## src/rtl/kavach_threat_escalator.sv

```systemverilog
// Security threat escalator: counts severity events in a sliding window and escalates
// MONITOR -> SUSPECT -> ALERT -> LOCKDOWN, with a keyed software exit from LOCKDOWN.
module kavach_threat_escalator #(
  parameter int unsigned WINDOW_CYCLES = 1024,
  parameter int unsigned SUSPECT_LIMIT = 3,
  parameter int unsigned LOCK_CYCLES   = 64,
  parameter logic [7:0]  UNLOCK_KEY    = 8'hA5
) (
  input  logic       clk,
  input  logic       rst_n,
  input  logic       monitor_ready,
  input  logic       temp_hi_anomaly,
  input  logic       temp_lo_anomaly,
  input  logic       temp_roc_alert,
  input  logic       temp_sustained,
  input  logic [1:0] severity,
  input  logic       sw_ack,
  input  logic       sw_clr_lock,
  input  logic [7:0] sw_clr_key,
  output logic [2:0] esc_state,
  output logic       irq,
  output logic       lockdown,
  output logic       zeroize_req,
  output logic       key_fail,
  output logic [3:0] cause_latch,
  output logic [7:0] event_cnt
);

  localparam int unsigned TW = $clog2(WINDOW_CYCLES);
  localparam int unsigned HW = $clog2(LOCK_CYCLES + 1);

  localparam logic [TW-1:0] TIMER_LAST = TW'(WINDOW_CYCLES - 1);
  localparam logic [HW-1:0] HOLD_LAST  = HW'(LOCK_CYCLES - 1);
  localparam logic [7:0]    LIMIT      = 8'(SUSPECT_LIMIT);

  typedef enum logic [2:0] {
    ST_IDLE     = 3'd0,
    ST_MONITOR  = 3'd1,
    ST_SUSPECT  = 3'd2,
    ST_ALERT    = 3'd3,
    ST_LOCKDOWN = 3'd4
  } state_e;

  state_e        state_q, state_d;
  logic [1:0]    sev_prev_q;
  logic [TW-1:0] timer_q, timer_d;
  logic [HW-1:0] hold_q, hold_d;
  logic [7:0]    cnt_q, cnt_d;
  logic [3:0]    cause_q, cause_d;
  logic          irq_q, irq_d;
  logic          lockdown_q, lockdown_d;
  logic          zeroize_q, zeroize_d;
  logic          key_fail_q, key_fail_d;

  logic       ev;
  logic       sev_high;
  logic       sev_none;
  logic [7:0] cnt_inc;
  logic [3:0] flags;
  logic       key_match;

  // An event is the rising edge of "any severity" against the registered copy.
  assign ev        = (severity != 2'b00) && (sev_prev_q == 2'b00);
  assign sev_high  = (severity == 2'b11);
  assign sev_none  = (severity == 2'b00);
  assign cnt_inc   = (cnt_q == 8'hFF) ? cnt_q : cnt_q + 8'd1;
  assign flags     = {temp_sustained, temp_roc_alert, temp_lo_anomaly, temp_hi_anomaly};
  assign key_match = (sw_clr_key == UNLOCK_KEY);

  always_comb begin
    // NOTE: every signal written here gets a default first, so no path can infer a latch.
    state_d    = state_q;
    timer_d    = timer_q;
    hold_d     = hold_q;
    cnt_d      = cnt_q;
    cause_d    = cause_q;
    key_fail_d = 1'b0;

    unique case (state_q)
      ST_IDLE: begin
        timer_d = '0;
        hold_d  = '0;
        cnt_d   = '0;
        if (monitor_ready) state_d = ST_MONITOR;
      end

      ST_MONITOR: begin
        timer_d = '0;
        hold_d  = '0;
        if (!monitor_ready) begin
          state_d = ST_IDLE;
          cnt_d   = '0;
        end else if (sev_high) begin
          state_d = ST_ALERT;
          cnt_d   = ev ? 8'd1 : 8'd0;
        end else if (ev) begin
          state_d = (SUSPECT_LIMIT <= 1) ? ST_ALERT : ST_SUSPECT;
          cnt_d   = 8'd1;
        end
      end

      ST_SUSPECT: begin
        cause_d = cause_q | flags;
        timer_d = timer_q + TW'(1);
        if (ev) cnt_d = cnt_inc;
        if (!monitor_ready) begin
          state_d = ST_IDLE;
          timer_d = '0;
          cnt_d   = '0;
        end else if ((ev && cnt_inc >= LIMIT) || sev_high) begin
          state_d = ST_ALERT;
          timer_d = '0;
          hold_d  = '0;
        end else if (timer_q == TIMER_LAST) begin
          // Expiry: an event on this very cycle opens a fresh window instead of retiring.
          timer_d = '0;
          if (ev) begin
            cnt_d = 8'd1;
          end else begin
            state_d = ST_MONITOR;
            cnt_d   = '0;
          end
        end
      end

      ST_ALERT: begin
        cause_d = cause_q | flags;
        if (ev) cnt_d = cnt_inc;
        hold_d = sev_high ? hold_q + HW'(1) : '0;
        if (sev_high && hold_q == HOLD_LAST) begin
          state_d = ST_LOCKDOWN;
          hold_d  = '0;
        end else if (sw_ack && sev_none) begin
          state_d = ST_MONITOR;
          hold_d  = '0;
          cnt_d   = '0;
          cause_d = '0;
        end
      end

      ST_LOCKDOWN: begin
        cause_d = cause_q | flags;
        if (sw_clr_lock) begin
          if (!key_match) begin
            key_fail_d = 1'b1;
          end else if (sev_none) begin
            state_d = ST_MONITOR;
            timer_d = '0;
            hold_d  = '0;
            cnt_d   = '0;
            cause_d = '0;
          end
        end
      end

      default: begin
        state_d = ST_IDLE;
        timer_d = '0;
        hold_d  = '0;
        cnt_d   = '0;
      end
    endcase

    irq_d      = (state_d == ST_ALERT) || (state_d == ST_LOCKDOWN);
    lockdown_d = (state_d == ST_LOCKDOWN);
    zeroize_d  = (state_d == ST_LOCKDOWN) && (state_q != ST_LOCKDOWN);
  end

  // NOTE: sequential state uses non-blocking assignments so all registers update together.
  always_ff @(posedge clk or negedge rst_n) begin
    if (!rst_n) begin
      state_q    <= ST_IDLE;
      sev_prev_q <= 2'b00;
      timer_q    <= '0;
      hold_q     <= '0;
      cnt_q      <= '0;
      cause_q    <= '0;
      irq_q      <= 1'b0;
      lockdown_q <= 1'b0;
      zeroize_q  <= 1'b0;
      key_fail_q <= 1'b0;
    end else begin
      state_q    <= state_d;
      sev_prev_q <= severity;
      timer_q    <= timer_d;
      hold_q     <= hold_d;
      cnt_q      <= cnt_d;
      cause_q    <= cause_d;
      irq_q      <= irq_d;
      lockdown_q <= lockdown_d;
      zeroize_q  <= zeroize_d;
      key_fail_q <= key_fail_d;
    end
  end

  assign esc_state   = state_q;
  assign irq         = irq_q;
  assign lockdown    = lockdown_q;
  assign zeroize_req = zeroize_q;
  assign key_fail    = key_fail_q;
  assign cause_latch = cause_q;
  assign event_cnt   = cnt_q;

endmodule
```

## config.mk

```make
export PLATFORM = sky130hd
export DESIGN_NAME = kavach_threat_escalator
export DESIGN_NICKNAME = d
export VERILOG_FILES = /design/src/rtl/kavach_threat_escalator.sv
export SDC_FILE = /design/constraint.sdc
export NUM_CORES = 1
export LEC_CHECK = 0
export BUFFER_PORTS_ARGS = -buffer_cell sky130_fd_sc_hd__buf_2
export CAP_MARGIN = 5
export CORE_MARGIN = 3
export CORE_UTILIZATION = 55
export DETAILED_ROUTE_END_ITERATION = 10
export PLACE_DENSITY = 0.8
export SYNTH_ARGS = -nofsm -noshare
export SYNTH_HDL_FRONTEND = slang
export SYNTH_SLANG_ARGS = --single-unit
```

## constraint.sdc

```tcl
create_clock -name clk -period 3.48 [get_ports clk]
set_clock_uncertainty 0.05 [all_clocks]
set_input_delay 0.696 -clock clk [delete_from_list [all_inputs] [get_ports clk]]
set_output_delay 0.696 -clock clk [all_outputs]
set_load 0.05 [all_outputs]
```

==> metrics.cfg <==
[yosys]
synth_area_leaders=dfrtp_1 (41%), a21oi_1 (6.3%), nor2_1 (5.4%)
synth_top_area_share_pct=41.1
syn_nets=299
synth.distinct_cells=48
syn-cell-area_um2=2310
synth-async-reset-ratio_pct=100
ys_seq_area_share_pct=41.1
syn_area_per_cell_um2=8.35
yosysTopAreaCell=dfrtp_1
syn-instance-count=277
synth_flop_cell=dfrtp_1
synth_seq_cells=38
ys_warn_count=0
synth-edff-count=0

[layout]
utilization_pct=68.2
drive_gt1_share_pct=16.4
final_net_count=338
insertedDiodeCount=0
final_cells=365
syn2layout_area_growth_pct=13.7

[sta]
setup_viol=0
tightestPinTransition_ns=0.840
hold_viol=0
rsz0062_at_grt=no
fin_crit_sh_pct=69.1
slew_headroom_pct=44.0
fmax_ghz=0.416
fin_setup_tns_ns=0
final.setup.worst_slack_ns=1.08
fin_crit_ns=2.40
finalMaxSlewViolations=0

[worst_hold_path]
hp-class=in2async

[critical_path]
r2r_slack_ns=1.08
r2r_start=event_cnt[0]$_DFFE_PN0P_
timing.rr.end=timer_q[7]$_DFFE_PN0P_
crit_path_start_kind=register
crit_arrival_ns=2.57
cp-end-kind=register
path_class=reg2reg
r2r_cells=7
required_ns=3.64
critical_path_peak_fanout=16

[route]
drt_iter0_drc=360
vias_per_cell=6.37
via_count=2325
wl_per_cell_um=16.1
drc=0
wirelength_um=5860
first_pass_iters=5
drtAntennaViolNets=0

[outcome]
run_status=completed

[clock_network]
cts_hold_buf=0
cts_setup_buffers=0
post_cts_resized=0
clk_latency_ns=0.29
clockRootBuffer=clkbuf_8
cts_made_buffers=5
cts.sinks=38
clkTransAtPathRegs_ns=0.07
cts_tree=done
cts_buffer_depth=2
cts.htree.levels=2

[global_route]
grt_pass1_vias=2178
track_usage_pct=24.6
grt_antenna_before_repair=0
grt_remaining_overflow=0
grt_max_degree=39
grt_pass1_wl_um=9960

[placement]
gp_congestion=0.959
dp_hpwl_um=4210
pre_cts_ws_ns=1.03
placedCellCount=357
io_buffers=37

[die]
die_area_um2=5020
ioPinCount=38
start_util_pct=60.0
rows=22
core_um2=3850
die_x_um=70.8
die-height_um=70.8

[power]
powerDensity_nw_per_um2=370
peakVddDrop_v=0.000316
p_leak_uw=0.00113

[run]
drv_cap=0

## flip-flops by register name, indices dropped and copies added (netlist names)
signal       cells
cause_latch      4
esc_state        3
event_cnt        8
hold_q           7
irq              1
key_fail         1
lockdown         1
sev_prev_q       2
timer_q         10
zeroize_req      1
## metrics by stage
step | hold slack [ns] | area (µm²) | total power, µW
finish | 0.452 | 2630 | 971
global route | 0.491 | 2630 | 1020
CTS | 0.454 | 2630 | 980
detailed placement | 0.435 | 2530 | 660
global placement | 0.429 | 2530 | 655
floorplan | 0.350 | 2310 | 605
## placed cells by master (no fill, tap or decap), types with 6 or more instances in the layout
cell type	netlist	final
nand4_1	6	6
nand2_1	29	29
nand3b_1	6	6
and3_1	9	9
a21oi_1	29	29
o21ai_0	16	16
and2_1	6	6
nand3_1	22	22
a31oi_1	15	15
buf_2	4	37
dfrtp_1	38	38
nor2_1	33	33
clkbuf_8	0	6
## power by group
part	leakage (µW)	switching (µW)	internal, µW
clock network	0.0000472	160	159
logic	0.000567	125	44.5
registers	0.000518	20.0	463
total	0.00113	304	667
## worst max-delay path: stages (launching register included)
cell	delay (ns)
dfrtp_1	0.51
ha_1	0.28
and2_1	0.18
a21oi_1	0.11
or3_4	0.43
o21ai_4	0.37
nand3_1	0.19
o21ai_0	0.20
## metal layers
layer,vias to the layer above,share of wire (%),GRT usage (%)
met1,1086,45,34.1
met2,117,44,37.4
met5,-,0,0
li1,1111,-,-
met4,0,1.6,8.98
met3,11,8.9,6.25
## how the worst max path moves through the flow
| stage | startpoint | to | slack [ns] | cells past startpoint |
|---|---|---|---|---|
| 2_1_floorplan | event_cnt[0]$_DFFE_PN0P_ | timer_q[3]$_DFFE_PN0P_ | 1.12 | 8 |
| 3_3_place_gp | sw_clr_key[4] | event_cnt[3]$_DFFE_PN0P_ | 1.10 | 7 |
| 3_5_place_dp | severity[0] | timer_q[4]$_DFFE_PN0P_ | 1.03 | 7 |
| 4_1_cts | event_cnt[0]$_DFFE_PN0P_ | timer_q[4]$_DFFE_PN0P_ | 1.08 | 7 |
| 5_1_grt | event_cnt[0]$_DFFE_PN0P_ | timer_q[0]$_DFFE_PN0P_ | 0.85 | 7 |
| 6_report | event_cnt[0]$_DFFE_PN0P_ | timer_q[7]$_DFFE_PN0P_ | 1.08 | 7 |
## cells by family after synthesis
group,synth area share [%]
simple gates,29.3
xor+xnor,1.89
compound gates,23.9
buf+inv,2.16
flops,41.1
fa+ha+maj,1.62
## layout make-up
class / count / area [µm²]
flip-flops and latches: 38 / 951
inverters: 3 / 11.3
clock buffers: 6 / 82.6
repair buffers: 39 / 200
well taps: 48 / 60.1
multi-input cells: 229 / 1310
fillers: 344 / 1220
clock inverters: 2 / 12.5
## cell usage after synthesis (2+ instances only)
cell and instances:
a21boi_0 2, dfrtp_1 38, nor2b_1 2, a41oi_1 5, nand4_1 6, nand3b_1 6, nand2b_1 3, xnor2_1 4
ha_1 3, o22ai_1 2, clkbuf_1 2, nand2_1 29, o21ai_0 16, and2_1 6, nand3_1 22, nor2_1 33
nor4_1 2, or3_1 3, o21ai_1 2, and3_1 9, buf_2 4, nor3_1 2, o21a_1 3, a21oi_1 29
nor4bb_1 2, inv_1 3, a31oi_1 15, o211ai_1 4
Note: power is estimated with default switching activity, not from simulation.
